--- src/rtl/i2c_cfg_seq.sv ---
// Table-driven I2C configuration sequencer: walks a register ROM and issues writes, with retry/backoff.
// Optional write-readback verification is compiled in with `define I2C_CFG_VERIFY_EN.
module i2c_cfg_seq #(
  parameter  int N_ENTRIES      = 64,
  parameter  int MAX_RETRY      = 3,
  parameter  int BACKOFF_CYCLES = 1000,
  parameter  int DELAY_UNIT     = 100000,
  localparam int IDXW           = $clog2(N_ENTRIES)
) (
  input  logic            clk_i,
  input  logic            rst_i,
  input  logic            start_i,
  output logic [IDXW-1:0] tbl_idx_o,
  input  logic [23:0]     tbl_data_i,
  output logic [6:0]      cmd_dev_o,
  output logic [7:0]      cmd_reg_o,
  output logic [7:0]      cmd_data_o,
  output logic            cmd_wr_o,
  output logic            cmd_req_o,
  input  logic            cmd_ack_i,
  input  logic            cmd_err_i,
  input  logic [7:0]      cmd_rddata_i,
  output logic            busy_o,
  output logic            done_o,
  output logic            fail_o,
  output logic [IDXW-1:0] fail_idx_o
);

  localparam int              RW           = $clog2(MAX_RETRY + 1);
  localparam logic [RW-1:0]   RETRY_LIMIT  = RW'(MAX_RETRY);
  localparam logic [31:0]     DELAY_MULT   = 32'(DELAY_UNIT);
  localparam logic [31:0]     BACKOFF_LOAD = (BACKOFF_CYCLES > 0) ? 32'(BACKOFF_CYCLES - 1) : 32'd0;
  localparam logic [IDXW-1:0] LAST_IDX     = IDXW'(N_ENTRIES - 1);
  localparam logic [6:0]      DEV_END      = 7'h00;
  localparam logic [6:0]      DEV_DELAY    = 7'h7F;

  typedef enum logic [3:0] {
    S_IDLE,
    S_FETCH,
    S_DECODE,
    S_WRITE,
`ifdef I2C_CFG_VERIFY_EN
    S_VERIFY,
`endif
    S_DELAY,
    S_BACKOFF,
    S_DONE,
    S_FAIL
  } state_e;

  state_e          state_q, state_d;
  logic [IDXW-1:0] tblIdx_q, tblIdx_d;
  logic [IDXW-1:0] failIdx_q, failIdx_d;
  logic [6:0]      cmdDev_q, cmdDev_d;
  logic [7:0]      cmdReg_q, cmdReg_d;
  logic [7:0]      cmdData_q, cmdData_d;
  logic [RW-1:0]   retryCnt_q, retryCnt_d;
  logic [31:0]     waitCnt_q, waitCnt_d;

  logic [RW-1:0]   retryInc;
  logic            attemptDone;
  logic            attemptFailed;
  logic            advance;

  // Reserved table bit (and readback data when verification is off) never affect behaviour.
`ifdef I2C_CFG_VERIFY_EN
  logic unusedInputs;
  assign unusedInputs = tbl_data_i[23];
`else
  logic unusedInputs;
  assign unusedInputs = ^{tbl_data_i[23], cmd_rddata_i};
`endif

  assign retryInc = retryCnt_q + RW'(1);

  always_ff @(posedge clk_i or posedge rst_i) begin
    if (rst_i) begin
      state_q    <= S_IDLE;
      tblIdx_q   <= '0;
      failIdx_q  <= '0;
      cmdDev_q   <= '0;
      cmdReg_q   <= '0;
      cmdData_q  <= '0;
      retryCnt_q <= '0;
      waitCnt_q  <= '0;
    end else begin
      state_q    <= state_d;
      tblIdx_q   <= tblIdx_d;
      failIdx_q  <= failIdx_d;
      cmdDev_q   <= cmdDev_d;
      cmdReg_q   <= cmdReg_d;
      cmdData_q  <= cmdData_d;
      retryCnt_q <= retryCnt_d;
      waitCnt_q  <= waitCnt_d;
    end
  end

  always_comb begin
    state_d       = state_q;
    tblIdx_d      = tblIdx_q;
    failIdx_d     = failIdx_q;
    cmdDev_d      = cmdDev_q;
    cmdReg_d      = cmdReg_q;
    cmdData_d     = cmdData_q;
    retryCnt_d    = retryCnt_q;
    waitCnt_d     = waitCnt_q;
    attemptDone   = 1'b0;
    attemptFailed = 1'b0;
    advance       = 1'b0;

    case (state_q)
      S_IDLE, S_DONE, S_FAIL: begin
        if (start_i) begin
          state_d    = S_FETCH;
          tblIdx_d   = '0;
          retryCnt_d = '0;
          failIdx_d  = '0;
        end
      end
      S_FETCH: state_d = S_DECODE;
      // The ROM answers one cycle after the address, so the entry is valid here.
      S_DECODE: begin
        if (tbl_data_i[22:16] == DEV_END) begin
          state_d = S_DONE;
        end else if (tbl_data_i[22:16] == DEV_DELAY) begin
          state_d   = S_DELAY;
          waitCnt_d = 32'(tbl_data_i[7:0]) * DELAY_MULT;
        end else begin
          state_d   = S_WRITE;
          cmdDev_d  = tbl_data_i[22:16];
          cmdReg_d  = tbl_data_i[15:8];
          cmdData_d = tbl_data_i[7:0];
        end
      end
      S_WRITE: begin
        if (cmd_err_i) begin
          attemptFailed = 1'b1;
        end else if (cmd_ack_i) begin
`ifdef I2C_CFG_VERIFY_EN
          state_d = S_VERIFY;
`else
          attemptDone = 1'b1;
`endif
        end
      end
`ifdef I2C_CFG_VERIFY_EN
      S_VERIFY: begin
        if (cmd_err_i || (cmd_ack_i && (cmd_rddata_i != cmdData_q))) begin
          attemptFailed = 1'b1;
        end else if (cmd_ack_i) begin
          attemptDone = 1'b1;
        end
      end
`endif
      // Leaving on the cycle the count reaches zero keeps the delay within a few cycles of val*DELAY_UNIT.
      S_DELAY: begin
        if (waitCnt_q <= 32'd1) begin
          waitCnt_d = '0;
          advance   = 1'b1;
        end else begin
          waitCnt_d = waitCnt_q - 32'd1;
        end
      end
      S_BACKOFF: begin
        if (waitCnt_q == 32'd0) begin
          state_d = S_WRITE;
        end else begin
          waitCnt_d = waitCnt_q - 32'd1;
        end
      end
      default: state_d = S_IDLE;
    endcase

    if (attemptDone) begin
      retryCnt_d = '0;
      advance    = 1'b1;
    end

    if (attemptFailed) begin
      retryCnt_d = retryInc;
      if (retryInc == RETRY_LIMIT) begin
        state_d   = S_FAIL;
        failIdx_d = tblIdx_q;
      end else begin
        state_d   = S_BACKOFF;
        waitCnt_d = BACKOFF_LOAD;
      end
    end

    // The table never wraps: running off the last entry counts as completion.
    if (advance) begin
      if (tblIdx_q == LAST_IDX) begin
        state_d = S_DONE;
      end else begin
        state_d  = S_FETCH;
        tblIdx_d = tblIdx_q + IDXW'(1);
      end
    end
  end

  assign tbl_idx_o  = tblIdx_q;
  assign fail_idx_o = failIdx_q;
  assign cmd_dev_o  = cmdDev_q;
  assign cmd_reg_o  = cmdReg_q;
  assign cmd_data_o = cmdData_q;
  assign cmd_wr_o   = (state_q == S_WRITE);
`ifdef I2C_CFG_VERIFY_EN
  assign cmd_req_o  = (state_q == S_WRITE) || (state_q == S_VERIFY);
`else
  assign cmd_req_o  = (state_q == S_WRITE);
`endif
  assign busy_o     = !((state_q == S_IDLE) || (state_q == S_DONE) || (state_q == S_FAIL));
  assign done_o     = (state_q == S_DONE);
  assign fail_o     = (state_q == S_FAIL);

endmodule

--- config.mk ---
export PLATFORM = sky130hd
export DESIGN_NAME = i2c_cfg_seq
export DESIGN_NICKNAME = d
export VERILOG_FILES = /design/src/rtl/i2c_cfg_seq.sv
export SDC_FILE = /design/constraint.sdc
export NUM_CORES = 1
export LEC_CHECK = 0
export BUFFER_PORTS_ARGS = -buffer_cell sky130_fd_sc_hd__buf_4
export CAP_MARGIN = 20
export CORE_MARGIN = 2
export CORE_UTILIZATION = 40
export CTS_BUF_LIST = sky130_fd_sc_hd__clkbuf_8
export DETAILED_ROUTE_END_ITERATION = 6
export PLACE_DENSITY = 0.64
export SLEW_MARGIN = 20
export SYNTH_ARGS = -nofsm -noshare
export SYNTH_HDL_FRONTEND = slang
export SYNTH_SLANG_ARGS = --single-unit
--- constraint.sdc ---
create_clock -name clk_i -period 2.95 [get_ports clk_i]
set_input_delay 0.4425 -clock clk_i [delete_from_list [all_inputs] [get_ports clk_i]]
set_output_delay 0.4425 -clock clk_i [all_outputs]
set_load 0.01 [all_outputs]
==> run summary, run 1 <==
The run finished, with violations left. The final reports fail on negative setup slack. The final setup slack of the worst path is -0.242 ns. Measured against its own limit, the worst slew margin works out to 57.6%.

The average instance in the mapped netlist occupies slightly below 10 um2. In the final layout, the share of cells above drive strength 1 is 36.3%. Once layout is done, the placed cells without fillers occupy around 0.0073 mm2. Registers are responsible for between 20 and 30% of the overall power. The total cell area at the placement stage is around 0.0068 mm2. Setup total negative slack on the finished layout was measured at -1.94 ns. In this run, distinct cell masters in the synthesized netlist total 68. The count of mapped cells out of synthesis is approximately 550. The clock network latency to the later pin of the worst-skew pair came out at 0.36 ns. The shortest clock period the worst path allows after layout came out at 3.19 ns. The global-route wire length before repair came out at between 20 and 25 mm.

The reported net switching power came out at 2180 uW. The post-placement setup slack is -0.670 ns. Setup repair after global routing could not meet its margin everywhere. The count of input and output buffers is 67. The overall overflow remaining after global route came out at 0. The sequential fraction of the synthesis area is 33.3%. The total count of max-transition violations in the final report came to 0. The level count of the clock H-tree came out at 3. The critical path is of the input pin to flop type. The number of flops mapped to enable cells by yosys came out at 0. The min-delay analysis places its worst path in the category input pin to asynchronous set/reset pin. After detailed routing, the average wire length per cell comes to between 15 and 20 um. The worst reg-to-reg setup slack came out at roughly 0.080 ns. The post-synthesis async set-or-reset flop share is 100%. The number of inserted diodes is 0. The data required time of the worst path is 3.16 ns.

The type of element launching the critical path is an input pin. Ranked by instance count, the synthesized netlist is headed by dfrtp_1 (72), ha_1 (58), nor2_1 (37), o21ai_0 (36), a21oi_1 (32). The number of placement rows is 42.

Clock tree synthesis selected as its root buffer the cell clkbuf_8. The worst reg2reg path depth came out at 6. The count of TritonRoute iterations in the first routing pass is 5. The net count after synthesis came out at around 660. The floorplan step defined a die boundary enclosing ~0.014 mm2. The total number of clock tree sinks came out at 72. The count of nets left with antenna violations after detail routing is 0. Registers take between 0.0015 and 0.002 mm2. The leakage dissipation is roughly 0.0032 uW. The number of global-route vias before repair is 5042. After synthesis, the largest area contributor takes up between 30% and 40% of total cell area. The total DRC errors in the routed layout is 0. The total global-route track usage is 20.6%.

The synthesized design contains between 70 and 80 register bits. The endpoint arrival time on the critical path is roughly 3.4 ns. The most used flip-flop cell after synthesis is dfrtp_1. The period utilization is 108%.

The number of setup violations in the final report came out at 12. The cell-internal power is roughly 3200 uW. In this run the power density over the cells is approximately 740 mW/mm2. The net switching share of the total power is between 40% and 50%. The count of hold-fix buffers inserted at cts came out at 0.

Detailed placement finished with a half-perimeter wire length of about 11 mm. The die is 120 um wide. The net total in the final layout came out at 799.

The worst setup path is captured at a flop. Sorting the synthesized cells by area gives the leading types as dfrtp_1 (33%), ha_1 (13%), fa_1 (4.4%), mux2_2 (4.4%), o21ai_0 (3.3%). Yosys printed 0 warnings. The starting density of the core came out at 40.8%.

The cell type with the largest total area after synthesis is dfrtp_1. The multi-input combinational cells in the finished layout cover a total of about 0.0038 mm2. The area of the mapped netlist is 0.00541 mm2.

Across the run, the number of max-cap violations was 0. For the pin with the worst max-slew slack, the measured transition is ~0.64 ns. The layout has approximately 1200 filler cells. The pin count of the biggest net entering global routing came out at 45. The worst clock skew came out at around 0.012 ns.

By instance count, the leading cell after synthesis is dfrtp_1. The portion of total power attributed to combinational logic came out at between 50% and 60%. The total power came out at 5420 uW. The relative contribution of the clock network to total power is between 10% and 20%.

The routed layout has 4974 vias. Dividing the detail-routed via count by the number of cells gives ~5.7. The startpoint of the worst register-to-register path is waitCnt_q[19]. The number of antenna violations at the first check in global routing was 0. The final number of hold-violating endpoints came out at 0. Clock tree synthesis inserted a total of 9 buffers. The worst ir drop on vdd is roughly 0.00037 V. The final wirelength came out at 14.7 mm.

After the first detailed-routing iteration, the DRC count stood at about 210. TritonCTS built the clock tree. The worst register-to-register path ends at waitCnt_q[12]. The clock transition time at the flip-flop clock pins of the worst setup and hold paths is ~0.080 ns.

Of all nets on the critical path, the largest fanout is 4. Timing would allow up to 313 MHz. Measured along the y axis, the die boundary spans 120 um.

The final weighted congestion in routability-driven placement is 0.912. The I/O pin total came out at 77. From synthesis to final layout, the design area changed by 34.7%.

The core footprint came out at 0.0132 mm2. The clock passes through at most 2 buffers.
-- stage by stage --
stage                     hold WS (ns)  utilization, %  std cells
after floorplan                  0.452               -        554
after global placement           0.475            51.6        852
after detailed placement         0.484            51.6        852
after CTS                        0.197            54.4        873
after global routing             0.214            55.0        873
final                            0.169            55.0        873
-- metal layers --
| metal | vias to the layer above | GRT usage, % | share of wire, % |
|---|---|---|---|
| met5 | - | 0 | 0 |
| met1 | 2428 | 25.7 | 43 |
| met3 | 26 | 3.68 | 4.0 |
| met4 | 0 | 6.40 | 2.0 |
| li1 | 2393 | - | - |
| met2 | 127 | 36.3 | 51 |
-- placed cells by master, fill, tap and decap left out, types with 4 or more instances in the layout --
master    Yosys  final
nand3_1      22     22
o311ai_0      5      4
o21ai_1       2      5
a31oi_1      13     12
and3_1        8      7
fa_1         12     10
buf_6         1      5
buf_4         3    145
inv_1        18     14
a22o_1        8      8
dfrtp_1      72     72
or3_1         8      8
o211ai_1     16     16
xor2_1        6      5
nor3_1       21     19
xnor2_1       7      7
o21ai_2       0      4
nand2_1      19     19
a21o_1        9      8
o21ai_0      36     27
clkbuf_8      0     10
nor4_1        9      9
nand4_1       5      5
a21oi_1      32     30
ha_4          0     14
mux2_2       21     21
a311oi_1      6      4
nand2b_1      6      6
inv_2         0      4
and2_1        4      4
nor2_1       37     37
ha_1         58     43
-- critical path, stage by stage --
cell and delay [ns]:
buf_8 0.11, ha_4 0.24, ha_4 0.25, inv_2 0.03, fa_1 0.48, inv_2 0.04, fa_1 0.52, ha_4 0.23
a211oi_4 0.23, o21ai_2 0.13, a311oi_2 0.28, o21ai_1 0.11, xnor2_1 0.16, o221ai_1 0.13
-- final cells by class --
type,instances,share of cell area (%)
multi-input combinational,437,51.9
sequential,72,24.7
timing repair buffer,154,16.6
tap,176,3.02
clock buffer,10,1.89
inverter,18,0.962
clock inverter,6,0.825
-- state kept, by name (all words and copies together), names as in the netlist --
signal / cells
cmd_data_o: 8
waitCnt_q: 32
cmd_reg_o: 8
tbl_idx_o: 6
state_q: 3
retryCnt_q: 2
cmd_dev_o: 7
fail_idx_o: 6
-- power groups by stage --
stage               clock (uW)  combinational (uW)  sequential, uW
global placement             0                2870            1470
global route               858                3430            1510
CTS                        829                3060            1470
finish                     809                3140            1470
floorplan                    0                1780            1530
detailed placement           0                2920            1480
-- cells by family (layout without fill, tap and decap cells) --
family	after synthesis	after routing	share of synthesized area, %
multiplexers	23	23	4.79
buffers and inverters	45	188	3.56
adder cells (fa/ha/maj)	70	70	17.9
AO/OA/AOI/OAI	170	170	21.8
AND/OR/NAND/NOR	161	161	16.5
flip-flops	72	72	33.3
XOR/XNOR	13	13	2.11
-- timing repair --
action | 4_1_cts | 5_1_grt
resized for setup | 25 | 15
pin swaps | 24 | 28
setup endpoints to repair | 11 | 12
setup buffers | 5 | 1
-- how the worst max path moves through the flow --
stage                             start            end  depth (start not counted)
after global placement    tbl_data_i[4]  waitCnt_q[21]                         14
after CTS                 tbl_data_i[3]  waitCnt_q[18]                         12
after global routing      tbl_data_i[4]  waitCnt_q[21]                         14
after floorplan           tbl_data_i[4]  waitCnt_q[21]                         13
final                     tbl_data_i[4]  waitCnt_q[21]                         14
after detailed placement  tbl_data_i[4]  waitCnt_q[21]                         14
Power figures use the tool's default switching activity.
==> run 2: changes to the inputs <==
PLACE_DENSITY = 0.66   (was 0.64)
clock period = 2.9 ns   (was 2.95 ns; I/O delays follow)
==> run 2 against run 1 <==
The run still ends with negative setup slack left. Wire length rose by 1.5%. Die area stayed put. Via count rose by 1.0%. First-iteration DRC count increased by 27%. Critical path type unchanged. Critical endpoint is now waitCnt_q[20]. Largest cell class unchanged. Highest routed layer unchanged.
==> run summary, run 2 (synthesis results as in run 1) <==
The final-layout setup total negative slack came to -2.38 ns (was -1.94 ns). The kind of critical path is input pin to flop (unchanged). The final number of hold-violating endpoints is 0 (unchanged). The net total in the final layout came out at 804 (was 799).

Crit-path cells: buf_8 > ha_4 > fa_2 > fa_1 > ha_4 > ha_4 > o21a_1 > o21a_1 > a21o_1 > a311oi_2 > xor2_1 > o22ai_1 (was buf_8 > ha_4 > ha_4 > inv_2 > fa_1 > inv_2 > fa_1 > ha_4 > a211oi_4 > o21ai_2 > a311oi_2 > o21ai_1 > xnor2_1 > o221ai_1). The I/O pin total is 77 (unchanged). The relative contribution of the clock network to total power is 16.0% (was 14.9%). The final wirelength came out at 15.0 mm (was 14.7 mm). The die boundary width is 120 um (unchanged). Setup repair after global routing missed its margin: yes (unchanged). The core footprint is 0.0132 mm2 (unchanged). The overall overflow remaining after global route is 0 (unchanged).

The period utilization is 110%. Most used cells in the layout excluding fill and tap cells: buf_4 (152), dfrtp_1 (72), ha_1 (42) (was buf_4 (145), dfrtp_1 (72), ha_1 (43)). The worst-case headroom to the max-slew limit came out at 53.2% (was 57.6%).

The post-placement setup slack came out at -0.712 ns (was -0.670 ns). The count of max-cap constraint violations is 0 (unchanged). The count of nets left with antenna violations after detail routing came out at 0 (unchanged). The DRC marker count from the first detailed-route iteration is 269 (was 211). The buffer cell driving the clock tree root was clkbuf_8 (unchanged). The per-cell via count in the routed design was 5.72 (was 5.70).

The number of buffers added by the clock tree synthesis step came to 9 (unchanged). The total cell area at the placement stage is 0.00688 mm2 (was 0.00683 mm2). The half-perimeter wire length after detailed placement came out at 11.3 mm (was 11.1 mm). The total non-filler cell area in the finished layout came out at 0.00732 mm2 (was 0.00728 mm2). Based on the critical path, the design can be clocked at up to around 310 MHz. The number of global-route vias before repair is 5138 (was 5042). The die outline area came out at 0.0145 mm2 (unchanged). The count of input and output buffers came out at 67 (unchanged).

The number of inserted filler cells in the final layout came out at 1163 (was 1171). The worst ir drop on vdd is 0.000470 V (was 0.000365 V). The register share of total power came to 26.6% (was 27.1%). The leakage dissipation is 0.00325 uW (was 0.00321 uW).

The worst path in the final design needs a cycle of ~3.2 ns, including I/O delays and setup. The number of inserted diodes is 0 (unchanged). The cell-internal power is 3420 uW (was 3240 uW). The power density over the cells is 769 mW/mm2 (was 744 mW/mm2). The total count of max-transition violations in the final report came out at 0 (unchanged).

The total number of clock tree sinks came out at 72 (unchanged). The cell with the largest stage delay on the worst path is fa_2 (was fa_1). The element type at the critical path end is a flop (unchanged). The count of TritonRoute iterations in the first routing pass came out at 5 (unchanged). The total DRC errors in the routed layout came out at 0 (unchanged). The number of buffers and inverters on the critical path is 1 (was 3). Violations in the final reports: negative setup slack (unchanged).

The clock network latency to the later pin of the worst-skew pair came to 0.36 ns (about the same). The most common cell after layout, fill and taps aside is buf_4 (unchanged). The starting density of the core came out at 40.8% (unchanged). The count of hold-fix buffers inserted at cts came out at 0 (unchanged). Result of the run: finished, violations left (unchanged). The number of setup violations in the final report is 11 (was 12). The flip-flop count of the largest register, all copies and words added came to 32 (unchanged). The net switching share of the total power was 39.3% (was 40.2%). The final weighted congestion in routability-driven placement is 0.870 (was 0.912).

The worst reg-to-reg setup slack is 0.11 ns (was 0.08 ns). The clock tree from TritonCTS was built (unchanged). The die height is 120 um (unchanged). The level count of the clock H-tree is 3 (unchanged). The number of vias in the routed layout is 5025 (was 4974).

The largest register by flop count is waitCnt_q (unchanged). The worst clock skew came to 0.0158 ns (was 0.0117 ns). The pin count of the biggest net entering global routing is 43 (was 45). The maximum cell stage delay along the critical path came to 0.54 ns (was 0.52 ns). The number of buffers on the longest clock path is 2 (unchanged).

The data required time of the worst path came out at 3.13 ns (was 3.16 ns). The type of element launching the critical path is an input pin (unchanged). The reported net switching power is 2210 uW (was 2180 uW). The routed length per instance is 17.0 um (was 16.9 um). The area added between synthesis and finish is 35.3% (was 34.7%). The pin slew with the least headroom to its limit came out at 0.701 ns (was 0.635 ns).

The kind of cell with the highest combined delay on the critical path is adder cells (unchanged). The worst hold-check path type is input pin to asynchronous set/reset pin (unchanged). The fraction of final layout cells with drive strength greater than 1 came out at 36.2% (was 36.3%). The number of antenna violations at the first check in global routing came out at 0 (unchanged). The placed cell count came to 857 (was 852). The clock transition time at the flip-flop clock pins of the worst setup and hold paths came out at 0.09 ns (was 0.08 ns).

The biggest fanout along the worst timing path came out at 3 (was 4). The global-route wire length before repair came to 24.8 mm (was 24.2 mm). The number of placement rows is 42 (unchanged). The portion of total power attributed to combinational logic is 57.4% (was 58.0%). The endpoint arrival time on the critical path came to 3.41 ns (was 3.40 ns). The number of non-filler instances in the completed layout is 878 (was 873). The total global-route track usage is 21.0% (was 20.6%). The final setup slack of the worst path is -0.281 ns (was -0.242 ns). The most frequent cell on the critical path is ha_4 (unchanged).
-- run 2: cell count changes in the layout (fill, tap and decap cells not counted), sizes merged --
cell	previous run	this run
clkinvlp	1	2
buf	154	159
clkinv	3	1
bufinv	1	2
-- run 2: cell type report --
cell class / instances / area (um2) / area share [%]
Clock buffer: 10 / 138 / 1.88
Tap cell: 176 / 220 / 3.01
Multi-Input combinational cell: 437 / 3760 / 51.4
Inverter: 18 / 70.1 / 0.958
Clock inverter: 6 / 83.8 / 1.15
Sequential cell: 72 / 1800 / 24.6
Timing Repair Buffer: 159 / 1240 / 17.0
-- run 2: layer usage --
metal  routed length (um)  GRT usage, %
met2                 7560          36.7
met3                  526          3.30
met5                    0             0
met1                 6570          26.6
met4                  311          6.90
-- run 2: path summary, 6_finish.rpt --
path / start / end / depth (start not counted)
worst max-delay path: tbl_data_i[3] / waitCnt_q[20] / 12
min in group clk_i: tbl_data_i[11] / cmd_reg_o[3] / 2
max in group asynchronous: rst_i / waitCnt_q[14] / 3
worst min-delay path: rst_i / waitCnt_q[3] / 2
worst min register to register: waitCnt_q[31] / waitCnt_q[31] / 1
worst max register to register: waitCnt_q[19] / waitCnt_q[20] / 8
-- run 2: power groups by stage --
stage	logic [uW]	registers, uW	clock network (uW)
3_5_place_dp	3030	1510	0
4_1_cts	3150	1500	922
3_3_place_gp	2950	1490	0
5_1_grt	3540	1530	961
6_report	3230	1500	899
2_1_floorplan	1810	1560	0
-- run 2: stage by stage --
step	hold WS [ns]	utilization [%]	power, uW
global route	0.245	55.3	6030
CTS	0.205	54.7	5570
detailed placement	0.482	51.9	4550
floorplan	0.452	-	3370
finish	0.193	55.3	5630
global placement	0.474	51.9	4450
-- run 2: worst reg2reg max path: stages (launching register included) --
cell     delay, ns
dfrtp_1       0.45
or4_4         0.57
or3_4         0.36
buf_4         0.17
o41ai_2       0.47
buf_4         0.26
nor3_1        0.08
a32oi_1       0.20
o22ai_1       0.11
-- run 2: timing repair --
item | CTS | global route
setup endpoints to repair | 12 | 12
pin swaps | 29 | 17
resized for setup | 22 | 9
gates cloned | 0 | 0
setup buffers | 2 | 4
